==> src/rtl/mem_port_arbiter_if.sv <==
// rtl/mem_port_arbiter_if.sv - requester (IF/DM) and memory-side signal bundle for mem_port_arbiter
interface mem_port_arbiter_if;
    logic        if_req;
    logic [31:0] if_addr;
    logic [31:0] if_rdata;
    logic        if_ack;

    logic        dm_req;
    logic        dm_we;
    logic [31:0] dm_addr;
    logic [31:0] dm_wdata;
    logic [31:0] dm_rdata;
    logic        dm_ack;

    logic        mem_req;
    logic        mem_we;
    logic [31:0] mem_addr;
    logic [31:0] mem_wdata;
    logic [31:0] mem_rdata;
    logic        mem_ready;

    logic        arb_err;

    // Arbiter side: serves the two requesters and drives the memory.
    modport slave (
        input  if_req, if_addr, dm_req, dm_we, dm_addr, dm_wdata, mem_rdata, mem_ready,
        output if_rdata, if_ack, dm_rdata, dm_ack, mem_req, mem_we, mem_addr, mem_wdata, arb_err
    );

    modport master (
        output if_req, if_addr, dm_req, dm_we, dm_addr, dm_wdata, mem_rdata, mem_ready,
        input  if_rdata, if_ack, dm_rdata, dm_ack, mem_req, mem_we, mem_addr, mem_wdata, arb_err
    );
endinterface

==> src/rtl/mem_port_arbiter.sv <==
// rtl/mem_port_arbiter.sv - DM-priority IF/DM arbiter for one single-ported memory with IF anti-starvation
// Optional mem_ready timeout with sticky arb_err is enabled by defining ARB_TIMEOUT_EN.
module mem_port_arbiter #(
    parameter int STARVE_LIMIT   = 2,
    parameter int TIMEOUT_CYCLES = 15
) (
    input  logic             Clk,
    input  logic             Rst,
    mem_port_arbiter_if.slave bus
);

    localparam int            SW         = $clog2(STARVE_LIMIT + 1);
    localparam logic [SW-1:0] STARVE_MAX = SW'(STARVE_LIMIT);

    if (STARVE_LIMIT < 1 || TIMEOUT_CYCLES < 1) begin : g_param_check
        $error("mem_port_arbiter: STARVE_LIMIT and TIMEOUT_CYCLES must be >= 1");
    end

    typedef enum logic [1:0] {
        IDLE    = 2'd0,
        BUSY_IF = 2'd1,
        BUSY_DM = 2'd2,
        DONE    = 2'd3
    } state_t;

    state_t        state_q, state_d;
    logic          mem_req_q, mem_req_d;
    logic          mem_we_q, mem_we_d;
    logic [31:0]   mem_addr_q, mem_addr_d;
    logic [31:0]   mem_wdata_q, mem_wdata_d;
    logic [31:0]   if_rdata_q, if_rdata_d;
    logic [31:0]   dm_rdata_q, dm_rdata_d;
    logic          if_ack_q, if_ack_d;
    logic          dm_ack_q, dm_ack_d;
    logic [SW-1:0] starve_q, starve_d;
    logic          fin;
    logic [31:0]   fin_data;
    logic          dm_wins;

`ifdef ARB_TIMEOUT_EN
    localparam int            WW      = $clog2(TIMEOUT_CYCLES + 1);
    localparam logic [WW-1:0] TO_LAST = WW'(TIMEOUT_CYCLES - 1);

    logic [WW-1:0] wait_q, wait_d;
    logic          arb_err_q, arb_err_d;
`endif

    // IF is forced only once DM has won STARVE_LIMIT times in a row while IF waited.
    assign dm_wins = bus.dm_req && !(bus.if_req && (starve_q == STARVE_MAX));

    always_comb begin
        state_d     = state_q;
        mem_req_d   = mem_req_q;
        mem_we_d    = mem_we_q;
        mem_addr_d  = mem_addr_q;
        mem_wdata_d = mem_wdata_q;
        if_rdata_d  = if_rdata_q;
        dm_rdata_d  = dm_rdata_q;
        if_ack_d    = 1'b0;
        dm_ack_d    = 1'b0;
        starve_d    = starve_q;
        fin         = 1'b0;
        fin_data    = bus.mem_rdata;
`ifdef ARB_TIMEOUT_EN
        wait_d      = wait_q;
        arb_err_d   = arb_err_q;
`endif

        case (state_q)
            IDLE: begin
                if (dm_wins) begin
                    state_d     = BUSY_DM;
                    mem_req_d   = 1'b1;
                    mem_we_d    = bus.dm_we;
                    mem_addr_d  = bus.dm_addr;
                    mem_wdata_d = bus.dm_wdata;
                    if (bus.if_req) begin
                        starve_d = (starve_q == STARVE_MAX) ? starve_q : starve_q + 1'b1;
                    end else begin
                        starve_d = '0;
                    end
`ifdef ARB_TIMEOUT_EN
                    wait_d      = '0;
`endif
                end else if (bus.if_req) begin
                    state_d     = BUSY_IF;
                    mem_req_d   = 1'b1;
                    mem_we_d    = 1'b0;
                    mem_addr_d  = bus.if_addr;
                    mem_wdata_d = '0;
                    starve_d    = '0;
`ifdef ARB_TIMEOUT_EN
                    wait_d      = '0;
`endif
                end
            end

            BUSY_IF, BUSY_DM: begin
                if (bus.mem_ready) begin
                    fin = 1'b1;
                end
`ifdef ARB_TIMEOUT_EN
                else if (wait_q == TO_LAST) begin
                    fin       = 1'b1;
                    fin_data  = 32'hDEADBEEF;
                    arb_err_d = 1'b1;
                end else begin
                    wait_d = wait_q + 1'b1;
                end
`endif
                if (fin) begin
                    state_d   = DONE;
                    mem_req_d = 1'b0;
                    mem_we_d  = 1'b0;
                    if (state_q == BUSY_DM) begin
                        dm_rdata_d = fin_data;
                        dm_ack_d   = 1'b1;
                    end else begin
                        if_rdata_d = fin_data;
                        if_ack_d   = 1'b1;
                    end
                end
            end

            // The ack cycle: requesters drop req here, so IDLE never re-grants a finished access.
            DONE: state_d = IDLE;

            default: state_d = IDLE;
        endcase
    end

    always_ff @(posedge Clk) begin
        if (Rst) begin
            state_q     <= IDLE;
            mem_req_q   <= 1'b0;
            mem_we_q    <= 1'b0;
            mem_addr_q  <= '0;
            mem_wdata_q <= '0;
            if_rdata_q  <= '0;
            dm_rdata_q  <= '0;
            if_ack_q    <= 1'b0;
            dm_ack_q    <= 1'b0;
            starve_q    <= '0;
`ifdef ARB_TIMEOUT_EN
            wait_q      <= '0;
            arb_err_q   <= 1'b0;
`endif
        end else begin
            state_q     <= state_d;
            mem_req_q   <= mem_req_d;
            mem_we_q    <= mem_we_d;
            mem_addr_q  <= mem_addr_d;
            mem_wdata_q <= mem_wdata_d;
            if_rdata_q  <= if_rdata_d;
            dm_rdata_q  <= dm_rdata_d;
            if_ack_q    <= if_ack_d;
            dm_ack_q    <= dm_ack_d;
            starve_q    <= starve_d;
`ifdef ARB_TIMEOUT_EN
            wait_q      <= wait_d;
            arb_err_q   <= arb_err_d;
`endif
        end
    end

    assign bus.mem_req   = mem_req_q;
    assign bus.mem_we    = mem_we_q;
    assign bus.mem_addr  = mem_addr_q;
    assign bus.mem_wdata = mem_wdata_q;
    assign bus.if_rdata  = if_rdata_q;
    assign bus.dm_rdata  = dm_rdata_q;
    assign bus.if_ack    = if_ack_q;
    assign bus.dm_ack    = dm_ack_q;
`ifdef ARB_TIMEOUT_EN
    assign bus.arb_err   = arb_err_q;
`else
    assign bus.arb_err   = 1'b0;
`endif

endmodule

==> src/flat_wrapper.sv <==
// flat-port wrapper written by rule: the top's interface ports become plain ports
module mem_port_arbiter_flat 
#(
    parameter int STARVE_LIMIT   = 2,
    parameter int TIMEOUT_CYCLES = 15
)
  (Clk, Rst, bus_if_req, bus_if_addr, bus_dm_req, bus_dm_we, bus_dm_addr, bus_dm_wdata, bus_mem_rdata, bus_mem_ready, bus_if_rdata, bus_if_ack, bus_dm_rdata, bus_dm_ack, bus_mem_req, bus_mem_we, bus_mem_addr, bus_mem_wdata, bus_arb_err);
  mem_port_arbiter_if bus_i ();
  input  logic Clk;
  input  logic Rst;
  input wire logic [$bits(bus_i.if_req)-1:0] bus_if_req;
  input wire logic [$bits(bus_i.if_addr)-1:0] bus_if_addr;
  input wire logic [$bits(bus_i.dm_req)-1:0] bus_dm_req;
  input wire logic [$bits(bus_i.dm_we)-1:0] bus_dm_we;
  input wire logic [$bits(bus_i.dm_addr)-1:0] bus_dm_addr;
  input wire logic [$bits(bus_i.dm_wdata)-1:0] bus_dm_wdata;
  input wire logic [$bits(bus_i.mem_rdata)-1:0] bus_mem_rdata;
  input wire logic [$bits(bus_i.mem_ready)-1:0] bus_mem_ready;
  output wire logic [$bits(bus_i.if_rdata)-1:0] bus_if_rdata;
  output wire logic [$bits(bus_i.if_ack)-1:0] bus_if_ack;
  output wire logic [$bits(bus_i.dm_rdata)-1:0] bus_dm_rdata;
  output wire logic [$bits(bus_i.dm_ack)-1:0] bus_dm_ack;
  output wire logic [$bits(bus_i.mem_req)-1:0] bus_mem_req;
  output wire logic [$bits(bus_i.mem_we)-1:0] bus_mem_we;
  output wire logic [$bits(bus_i.mem_addr)-1:0] bus_mem_addr;
  output wire logic [$bits(bus_i.mem_wdata)-1:0] bus_mem_wdata;
  output wire logic [$bits(bus_i.arb_err)-1:0] bus_arb_err;
  assign bus_i.if_req = bus_if_req;
  assign bus_i.if_addr = bus_if_addr;
  assign bus_i.dm_req = bus_dm_req;
  assign bus_i.dm_we = bus_dm_we;
  assign bus_i.dm_addr = bus_dm_addr;
  assign bus_i.dm_wdata = bus_dm_wdata;
  assign bus_i.mem_rdata = bus_mem_rdata;
  assign bus_i.mem_ready = bus_mem_ready;
  assign bus_if_rdata = bus_i.if_rdata;
  assign bus_if_ack = bus_i.if_ack;
  assign bus_dm_rdata = bus_i.dm_rdata;
  assign bus_dm_ack = bus_i.dm_ack;
  assign bus_mem_req = bus_i.mem_req;
  assign bus_mem_we = bus_i.mem_we;
  assign bus_mem_addr = bus_i.mem_addr;
  assign bus_mem_wdata = bus_i.mem_wdata;
  assign bus_arb_err = bus_i.arb_err;
  mem_port_arbiter #(.STARVE_LIMIT(STARVE_LIMIT), .TIMEOUT_CYCLES(TIMEOUT_CYCLES)) u_core (.Clk(Clk), .Rst(Rst), .bus(bus_i));
endmodule
==> config.mk <==
export PLATFORM = sky130hd
export DESIGN_NAME = mem_port_arbiter_flat
export DESIGN_NICKNAME = d
export VERILOG_FILES = /design/src/rtl/mem_port_arbiter_if.sv /design/src/rtl/mem_port_arbiter.sv /design/src/flat_wrapper.sv
export SDC_FILE = /design/constraint.sdc
export NUM_CORES = 1
export LEC_CHECK = 0
export BUFFER_PORTS_ARGS = -buffer_cell sky130_fd_sc_hd__clkbuf_2
export CORE_AREA = 2 2 103 105
export CTS_BUF_LIST = sky130_fd_sc_hd__clkbuf_2 sky130_fd_sc_hd__clkbuf_4 sky130_fd_sc_hd__clkbuf_8
export DETAILED_ROUTE_END_ITERATION = 16
export DIE_AREA = 0 0 105 107
export PLACE_DENSITY = 0.93
export SLEW_MARGIN = 20
export SYNTH_ARGS = -nofsm -noshare
export SYNTH_HDL_FRONTEND = slang
export SYNTH_SLANG_ARGS = --single-unit
export TNS_END_PERCENT = 5
==> constraint.sdc <==
create_clock -name Clk -period 3.28 [get_ports Clk]
set_clock_uncertainty 0.15 [all_clocks]
set_input_delay 0.492 -clock Clk [delete_from_list [all_inputs] [get_ports Clk]]
set_output_delay 0.492 -clock Clk [all_outputs]
set_load 0.02 [all_outputs]
# Word-level counts from Yosys, hierarchy flattened
# Cells that the tools add are included.
[op_classes]
n_addsub = 1
bitwise = 3
reduce_logical = 14
muxes = 23
n_eq_ne = 7
[op_table]
columns = ["cell", "n"]
rows = [
  ["$mux W32", 4],
  ["$mux W2", 7],
  ["$reduce_and A3 Y1", 4],
  ["$mux W1", 9],
  ["$eq A2 B2 Y1 const B", 3],
  ["$pmux W2 S3", 1],
  ["$pmux W1 S2", 2],
  ["$reduce_and A2 Y1", 2],
  ["$reduce_bool A2 Y1", 2],
  ["$ne A3 B2 Y1 const B", 1],
  ["$ne A3 B3 Y1 const B", 1],
  ["$not A1 Y1", 3],
  ["$reduce_or A3 Y1", 1],
  ["$add A2 B1 Y2 const B", 1],
  ["$eq A2 B1 Y1 const B", 1],
  ["$logic_and A1 B1 Y1", 2],
  ["$logic_not A2 Y1", 1],
  ["$ne A2 B1 Y1 const B", 1],
  ["$reduce_or A2 Y1", 1],
  ["$logic_not A1 Y1", 1],
]
[totals]
ff_bits = 136
out_inout_bits = 133

# Logic depth before layout (Yosys ltp)
[depth]
ltp_word = 6
depth_mapped = 8

# Worst setup path before layout
# OpenSTA, ideal clock, no wires.
[synth_path]
kind = "input to register"
startpoint = "input port Rst"
endpoint = "register u_core.mem_wdata_q[22] (netlist: u_core.bus.mem_wdata[22])"
path_slack_ns = 1.632
setup_time_ns = 0.117
n_path_buf = 3
required_time_ns = 3.013
stages = 6
t_arrival_ns = 1.381
path_cell_list = "buf_2 -> inv_1 -> and3_1 -> buf_6 -> buf_6 -> a22o_1"
[synth_lines]
columns = ["element", "line_no", "text"]
rows = [
  ["start: declaration", "flat_wrapper.sv:10", "input logic Rst;"],
  ["end signal: assignment", "mem_port_arbiter.sv:153", "mem_wdata_q <= mem_wdata_d;"],
  ["end: declaration", "mem_port_arbiter.sv:30", "logic [31:0] mem_wdata_q, mem_wdata_d;"],
]

# Final worst setup path
[layout_path]
startpoint = "register u_core.state_q[1]"
endpoint = "register u_core.dm_rdata_q[8] (netlist: u_core.bus.dm_rdata[8])"
[layout_between]
elab_chain_len = 3
word_cells_on_any_way = 4
classes_between = "2 x eq/ne; 2 x reduce/logical"
[layout_rtl]
columns = ["element", "line_no", "text"]
rows = [
  ["start: declaration", "mem_port_arbiter.sv:26", "state_t state_q, state_d;"],
  ["start signal: assignment", "mem_port_arbiter.sv:149", "state_q <= state_d;"],
  ["$eq A2 B1 Y1 / $eq A2 B2 Y1 (equally long branches)", "mem_port_arbiter.sv:69, mem_port_arbiter.sv:115", ""],
  ["$reduce_or A2 Y1", "mem_port_arbiter.sv:69", "case (state_q)"],
  ["$reduce_and A3 Y1 (no source line) *", "n/a", ""],
  ["end signal: assignment", "mem_port_arbiter.sv:155", "dm_rdata_q <= dm_rdata_d;"],
  ["end: declaration", "mem_port_arbiter.sv:32", "logic [31:0] dm_rdata_q, dm_rdata_d;"],
]
# Every way passes the cells marked *; elsewhere a longest branch is shown, timed or not.
# A chain may end at the register's enable or synchronous reset.

==> metrics <==
Slowest cell on crit path=and3_1; vias per inst=5.13; DRC=0; Worst-Margin Slew=0.722 ns; drt pass-1 iters=5; Post-synth EDFFs=0; Inserted Clock Buffers=17; post-layout net count=961; CTS tree=yes; routability-driven placement congestion ratio=0.793; Finished Core Util=66.4%; area grow syn2layout=35.8%; routed len/inst=14.1 µm; top cells by area, synth=dfxtp_1 (55%), nand2_1 (15%), a21oi_1 (6.6%), a22o_1 (5.7%), a31oi_1 (4.1%); Final TNS setup=0 ns; minimum clock period=between 2 and 2.5 ns; initial antenna violation count=0; Synth Area in Simple Gates=16.6%; Net Sw Power=0.00207 W; vias in the first global route=4,794; max_cap viols=0; H-tree level count=4; multiplexer area fraction after synthesis=0%; # setup viols final=0; Yosys cell types=33; Clock power frac=26.6%; largest net degree at the start of global routing=72; Critical Path Max Stage Delay=0.47 ns; CTS resizes=0; worst min path class=in -> reg; Initial Utilization=48.9%; HPWL after DPL=just under 10,000 µm; pwr dens=836 nW/µm²; core area=10,100 µm²; n_diodes=0; Root Buffer=clkbuf_8; Yosys reg bits=about 140; Worst-path clk slew=roughly 0.08 ns; adder and majority gate portion of the synthesized area=1.01%; xor/xnor share of the synthesized area=0%; port bufs=265; first-pass GRT wire length=22,000 µm; crit path cell chain=inv_1 -> ha_1 -> and3_1 -> buf_4 -> nand2_1 -> a21oi_1; Max IR drop VDD=0.401 mV; clk buf depth=2; Top FF cell, synth=dfxtp_1; final slew viol count=0; crit-path max FO=22; post-route ant nets=0; DIE WIDTH=105 µm; crit path launch type=flip-flop; crit path kind=reg -> reg; leakage=approximately 3.1 nW; WL final=13,700 µm; Period Utilization, post-route=63.9%; Crit. End Element=flip-flop; Max-slew headroom=around half; compound-gate portion of the synthesized area=22.0%; Iter 0 DRT Violations=about 280; # clock sinks=136; hold buffer count at cts=0; total gr overflow=0; Row Count=37; Syn Nets=715; Seq/Total Area, Yosys=55.2%; setup bufs post-CTS=0; height of the die=107 µm; data arrival time of the worst path=approximately 2.3 ns; layout cells sized above 1=37.2%; main combinational cell family by area after synthesis=compound AO/OA/AOI/OAI gates; Syn Area/Cell=8.55 µm²; I/O Pins=267; Synth Warn #=0; Internal Power=0.00353 W; sw frac=between 30% and 40%; Synth async-reset ratio=0%; highest clock rate=roughly 480 MHz; status=finished clean; Synth Instances=577; Total GRT Usage=24.0%; R2R Setup Slk=1.18 ns; top cell type's share of synthesized area=55.2%; Post-Syn Area=~4900 µm²; RSZ-0062 raised after global routing=false; overall die area=~11,000 µm²; Final Hold Fails=0; Comb power frac=roughly 34%; required time of the critical path=between 3 and 4 ns; via count=4,977; Sequential Power Share=40.0%; insertion delay to the later sink of the worst-skew pair=around 0.4 ns; top cell type by total area after synthesis=dfxtp_1
-- routing by layer --
layer | GRT usage, % | vias to the layer above | wire, µm
met3 | 5.47 | 24 | 972
li1 | - | 2462 | -
met2 | 41.3 | 229 | 6790
met5 | 0 | - | 0
met4 | 9.71 | 0 | 293
met1 | 28.9 | 2262 | 5600
-- worst paths after layout --
check	from	endpoint	depth (start not counted)
worst max register to register	u_core.state_q[1]$_SDFFE_PP0P_	u_core.bus.dm_rdata[8]$_SDFFE_PP0P_	6
worst min-delay path	bus_dm_wdata[29]	u_core.bus.mem_wdata[29]$_SDFFE_PP0P_	2
worst min register to register	u_core.bus.dm_rdata[24]$_SDFFE_PP0P_	u_core.bus.dm_rdata[24]$_SDFFE_PP0P_	2
worst max-delay path	u_core.state_q[1]$_SDFFE_PP0P_	u_core.bus.dm_rdata[8]$_SDFFE_PP0P_	6
-- cell usage in the layout (no fill, tap or decap), drive strengths merged, types with 4 or more instances in the layout --
master	instances
bufinv	4
buf	9
a22o	32
inv	6
clkinv	4
a31oi	32
o21ai	33
nor2	6
dfxtp	136
nand2	194
ha	4
a21oi	65
clkbuf	285
-- synthesized netlist by cell type, drive strengths merged (4+ instances only) --
master	n
ha	4
clkbuf	24
nand2	194
a22o	32
o21ai	33
dfxtp	136
inv	5
a21oi	65
nor2	6
a31oi	32
buf	23
-- cells by family (layout without fill, tap and decap cells) --
| group | after synthesis | after routing |
|---|---|---|
| simple gates | 210 | 210 |
| buf+inv | 52 | 310 |
| flops | 136 | 136 |
| other cells | 1 | 1 |
| compound gates | 174 | 174 |
| fa+ha+maj | 4 | 4 |
-- flip-flops by register name (all words and copies together) (netlist names) --
| name | flops |
|---|---|
| u_core.bus.dm_ack | 1 |
| u_core.bus.if_rdata | 32 |
| u_core.bus.mem_addr | 32 |
| u_core.bus.mem_we | 1 |
| u_core.bus.mem_wdata | 32 |
| u_core.starve_q | 2 |
| u_core.bus.dm_rdata | 32 |
| u_core.bus.mem_req | 1 |
| u_core.bus.if_ack | 1 |
| u_core.state_q | 2 |
-- cell type report --
type	count	area, µm²
fillers	843	3390
multi-input cells	389	1960
clock inverters	11	171
clock buffers	20	263
well taps	136	170
inverters	5	18.8
repair buffers	274	1390
flip-flops and latches	136	2720
-- critical path: cells and delay by family, from the launching register on --
kind / cells / cell delay (ns)
AO/OA/AOI/OAI: 1 / 0.15
adder cells (fa/ha/maj): 1 / 0.41
buffers and inverters: 2 / 0.41
flip-flops: 1 / 0.33
AND/OR/NAND/NOR: 2 / 0.55
-- power groups by stage --
stage,sequential (W),combinational (W),clock [W]
floorplan,0.00270,0.000833,0
global placement,0.00226,0.00184,0
detailed placement,0.00227,0.00188,0
CTS,0.00224,0.00188,0.00152
global route,0.00228,0.00206,0.00159
finish,0.00224,0.00187,0.00149
-- stage by stage --
step           area (µm²)  power [W]  hold slack (ns)  setup slack (ns)  instances
2_1_floorplan        4930    0.00353            0.296              1.63        577
3_5_place_dp         6260    0.00415            0.296              1.04        940
6_report             6700    0.00560            0.146              1.18        971
4_1_cts              6700    0.00564            0.120              1.03        971
3_3_place_gp         6260    0.00410            0.291              1.09        940
5_1_grt              6700    0.00593            0.118              1.02        971
(Power assumes the default switching activity.)
